===== src/rtl/data_memory_bank.sv =====
// Word/byte-addressable data memory with registered read port, fault detection and post-reset clear.
// Loads have one-cycle latency and are read-first; busy blocks all accesses while clearing.
module data_memory_bank #(
    parameter int DEPTH          = 64,
    parameter int ADDR_WIDTH     = 32,
    parameter int CLEAR_ON_RESET = 1
) (
    input  logic                  clk,
    input  logic                  rst,
    input  logic                  write_enable,
    input  logic                  byte_mode,
    input  logic                  sign_extend,
    input  logic [ADDR_WIDTH-1:0] address,
    input  logic [31:0]           data_input,
    output logic [31:0]           data_output,
    output logic                  busy,
    output logic                  fault
);
    localparam int IDX_W = $clog2(DEPTH);

    typedef enum logic [1:0] {
        S_CLEAR      = 2'd0,
        S_READY_WAIT = 2'd1,
        S_READY      = 2'd2
    } state_t;

    state_t           state_q, state_d;
    logic [IDX_W-1:0] clear_ptr_q, clear_ptr_d;
    logic [31:0]      data_output_q, data_output_d;
    logic             fault_q, fault_d;

    logic [31:0]      mem [DEPTH];

    logic [IDX_W-1:0] idx;
    logic [1:0]       lane;
    logic             range_fault, align_fault, access_fault, ready;
    logic [31:0]      rd_word;
    logic [7:0]       lane_byte;

    logic             mem_we;
    logic [IDX_W-1:0] mem_waddr;
    logic [31:0]      mem_wdata;

    assign idx          = address[IDX_W+1:2];
    assign lane         = address[1:0];
    assign range_fault  = (address >> (IDX_W + 2)) != '0;
    assign align_fault  = !byte_mode && (lane != 2'd0);
    assign access_fault = range_fault || align_fault;
    assign ready        = (state_q == S_READY);
    assign rd_word      = mem[idx];
    assign lane_byte    = rd_word[{lane, 3'b000} +: 8];

    // State register
    always_ff @(posedge clk) begin
        if (rst) begin
            state_q       <= (CLEAR_ON_RESET != 0) ? S_CLEAR : S_READY_WAIT;
            clear_ptr_q   <= '0;
            data_output_q <= '0;
            fault_q       <= 1'b0;
        end else begin
            state_q       <= state_d;
            clear_ptr_q   <= clear_ptr_d;
            data_output_q <= data_output_d;
            fault_q       <= fault_d;
        end
    end

    // Next-state logic
    always_comb begin
        state_d     = state_q;
        clear_ptr_d = clear_ptr_q;
        case (state_q)
            S_CLEAR: begin
                clear_ptr_d = clear_ptr_q + 1'b1;
                if (clear_ptr_q == IDX_W'(DEPTH - 1)) state_d = S_READY;
            end
            S_READY_WAIT: state_d = S_READY;
            S_READY:      state_d = S_READY;
            default:      state_d = S_CLEAR;
        endcase
    end

    // Output and memory-port logic
    always_comb begin
        busy          = !ready;
        mem_we        = 1'b0;
        mem_waddr     = idx;
        mem_wdata     = data_input;
        data_output_d = '0;
        fault_d       = 1'b0;
        if (state_q == S_CLEAR) begin
            mem_we    = 1'b1;
            mem_waddr = clear_ptr_q;
            mem_wdata = '0;
        end else if (ready) begin
            if (access_fault) begin
                fault_d = 1'b1;
            end else begin
                mem_we = write_enable;
                if (byte_mode) begin
                    mem_wdata                       = rd_word;
                    mem_wdata[{lane, 3'b000} +: 8]  = data_input[7:0];
                    data_output_d = {{24{sign_extend & lane_byte[7]}}, lane_byte};
                end else begin
                    data_output_d = rd_word;
                end
            end
        end
    end

    // Memory contents are deliberately not reset; a write coinciding with rst is dropped.
    always_ff @(posedge clk) begin
        if (!rst && mem_we) mem[mem_waddr] <= mem_wdata;
    end

    assign data_output = data_output_q;
    assign fault       = fault_q;
endmodule


===== config.mk =====
export PLATFORM = sky130hd
export DESIGN_NAME = data_memory_bank
export DESIGN_NICKNAME = d
export VERILOG_FILES = /design/src/rtl/data_memory_bank.sv
export SDC_FILE = /design/constraint.sdc
export NUM_CORES = 2
export LEC_CHECK = 0
export BUFFER_PORTS_ARGS = -buffer_cell sky130_fd_sc_hd__buf_2
export CORE_MARGIN = 3
export CORE_UTILIZATION = 60
export CTS_CLUSTER_DIAMETER = 200
export CTS_CLUSTER_SIZE = 16
export DETAILED_ROUTE_END_ITERATION = 8
export PLACE_DENSITY = 0.76
export SLEW_MARGIN = 40
export SYNTH_ARGS = -nofsm -noshare
export SYNTH_HDL_FRONTEND = slang
export SYNTH_SLANG_ARGS = --single-unit
export TNS_END_PERCENT = 30

===== constraint.sdc =====
create_clock -name clk -period 5.78 [get_ports clk]
set_input_delay 0.867 -clock clk [delete_from_list [all_inputs] [get_ports clk]]
set_output_delay 0.867 -clock clk [all_outputs]
set_load 0.02 [all_outputs]

==> run summary <==
DP HPWL -> 132 mm
Rel. slew slack -> 40.0%
all-layer global routing usage -> 31.9%
DR WL/cell -> 37.5 um
layout cells sized above 1 -> 28.0%
Crit path largest cell delay -> 0.76 ns
vias in the first global route -> 41.3k
final hold vios -> 0
Worst EP arrival -> 5.29 ns
Seq/Total Area, Yosys -> 77.1%
CP Data Required Time -> 6.51 ns
Avg Cell Area, Syn -> 21.6 um^2
setup TNS -> 0 ns
pwr dens -> 306 nW/um^2
number of port buffers -> 102
die width -> 373 um
Lkg Pwr -> 0.0294 uW
Skew-Pair Late Insertion Delay -> 0.80 ns
Finished Core Util -> 67.0%
fin crit period -> 4.57 ns
drt first-iter violations -> 6989
maximum VDD drop -> 272 uV
filler instances -> 8058
clk buf depth -> 3
die area -> 139000 um^2
status -> completed
synthesized area -> 80900 um^2
via count -> 42.0k
Worst-path clk slew -> 0.09 ns
first-pass GRT wire length -> 311 mm
gpl congestion -> 1.01
Fin Clk Skew -> 0.0445 ns
WS Path Type -> in -> reg
Tot Pwr -> 27400 uW
I/O pins -> 103
die extent in y -> 373 um
Initial Util -> 60.5%
register bit total from synthesis -> 2088
Max FO, Critical Path -> 56
worst path cell trace -> buf_4 -> buf_12 -> nor2b_4 -> buf_12 -> nand2_1 -> a31oi_1 -> nand2_1 -> a41oi_1 -> o22ai_1 -> a211oi_1 -> buf_4
Netlist cell types -> 70
worst-margin pin slew -> 0.889 ns
cts hold-fix bufs -> 0
CTS tree -> done
DRC Markers -> 0
Setup crit end kind -> register
fin crit share -> 79.0%
DRT antenna net count -> 0
Layout Nets -> 4121
CP Launch Type -> primary input
FP Rows -> 134
Crit-path slowest cell -> a41oi_1
Max Freq -> 219 MHz
Main synth FF type -> edfxtp_1
largest net degree at the start of global routing -> 75
RSZ-0062 raised after global routing -> false
cts bufs inserted -> 148
initial antenna violation count -> 4
area growth from synthesis to layout -> 10.7%
synthesized instance count -> 3750
Post-Place Setup Slack -> 0.825 ns
CP delay by family, top -> compound AO/OA/AOI/OAI gates
Critical path buffers and inverters -> 4
Hold WS -> 0.410 ns
hold crit path type -> in -> reg
Max-Cap Viols -> 0
setup slack after layout -> 1.21 ns
CTS Sinks -> 2088
Async S/R FF share, synth -> 0%
syn_nets -> 3825
drt via density -> 7.16
Post-synth EDFFs -> 2048
WL final -> 220 mm
# H-tree levels -> 4
postcts setup bufs -> 0
Ys Warns -> 0
clock root cell -> clkbuf_16
final setup vio count -> 0
fin. max-slew vios -> 0
1st-pass router iterations -> 6
GRT overflow -> 0
core area -> 134000 um^2
cts repair resizes -> 0
-- placed cells by master, fill, tap and decap left out, types with 28 or more instances in the layout --
master and instances:
mux2_2 39, mux2i_1 82, nor2_1 42, buf_4 211, mux4_2 463, clkbuf_16 152
a221oi_1 43, o21ai_0 52, buf_2 98, o22ai_1 58, clkbuf_1 35, nand2_1 107
edfxtp_1 2048, a21oi_1 53, o21ai_1 28, dfxtp_1 40, a22oi_1 110, buf_12 43
nor2_4 73
-- sequential cells by signal, summed over array words and instances, names as in the netlist --
name	count
state_q	1
clear_ptr_q	6
mem	2048
fault	1
data_output	32
-- where the power goes --
part	switching, uW	leakage (uW)	internal (uW)	total, uW
clock network	4810	0.00198	4770	9590
logic	866	0.00717	531	1400
registers	14.4	0.0203	16400	16400
-- path summary, 6_finish.rpt --
path / slack (ns) / cells past startpoint / to / start
worst min register to register: 0.52 / 2 / clear_ptr_q[0]$_SDFFE_PP0N_ / clear_ptr_q[0]$_SDFFE_PP0N_
worst max register to register: 2.21 / 5 / mem[32][26]$_DFFE_PP_ / state_q[1]$_SDFFE_PP0P_
worst min-delay path: 0.41 / 2 / clear_ptr_q[2]$_SDFFE_PP0N_ / rst
worst max-delay path: 1.21 / 11 / data_output[4]$_SDFF_PP0_ / address[4]
-- cell usage after synthesis (all sizes together), types with 25 or more instances --
cell	count	area [um^2]
mux2	41	462
nand3	25	125
o21ai	80	400
nor2	117	439
clkbuf	67	251
a21oi	53	265
nand2	108	405
a22oi	110	826
o22ai	58	363
nand2b	26	163
dfxtp	40	801
mux4	465	10500
edfxtp	2048	61500
a221oi	43	377
a31oi	32	200
buf	145	1340
mux2i	82	821
-- metrics by stage --
stage,cells,area [um^2]
6_report,5866,89500
5_1_grt,5862,89500
4_1_cts,5859,89500
3_5_place_dp,5662,85400
3_3_place_gp,5660,85400
2_1_floorplan,3750,80900
-- logic make-up (layout without fill, tap and decap cells) --
| group | Yosys count | count (layout) | share of synthesized area (%) |
|---|---|---|---|
| other | 0 | 5 | 0 |
| adders and majority gates | 6 | 6 | 0.0928 |
| DFF | 2088 | 2088 | 77.1 |
| AOI/OAI and AO/OA | 473 | 473 | 4.08 |
| and+or+nand+nor | 372 | 372 | 2.18 |
| buffers and inverters | 219 | 562 | 2.00 |
| muxes | 588 | 588 | 14.5 |
| xor gates and xnor gates | 4 | 4 | 0.0433 |
-- final cells by class --
| class | instances | area [um^2] | area share [%] |
|---|---|---|---|
| Antenna cell | 5 | 12.5 | 0.0140 |
| Clock buffer | 187 | 3940 | 4.39 |
| Clock inverter | 10 | 136 | 0.152 |
| Inverter | 7 | 26.3 | 0.0293 |
| Multi-Input combinational cell | 1443 | 17900 | 20.0 |
| Sequential cell | 2088 | 62300 | 69.6 |
| Tap cell | 1768 | 2210 | 2.47 |
| Timing Repair Buffer | 358 | 3050 | 3.41 |
-- routing by layer --
layer	GRT usage (%)	vias to the layer above	part of all wire, %
met4	16.2	0	6.0
met1	44.4	21800	35
met2	48.2	3281	47
met5	0	-	0
met3	7.56	527	12
li1	-	16400	-
(Power assumes the default switching activity.)
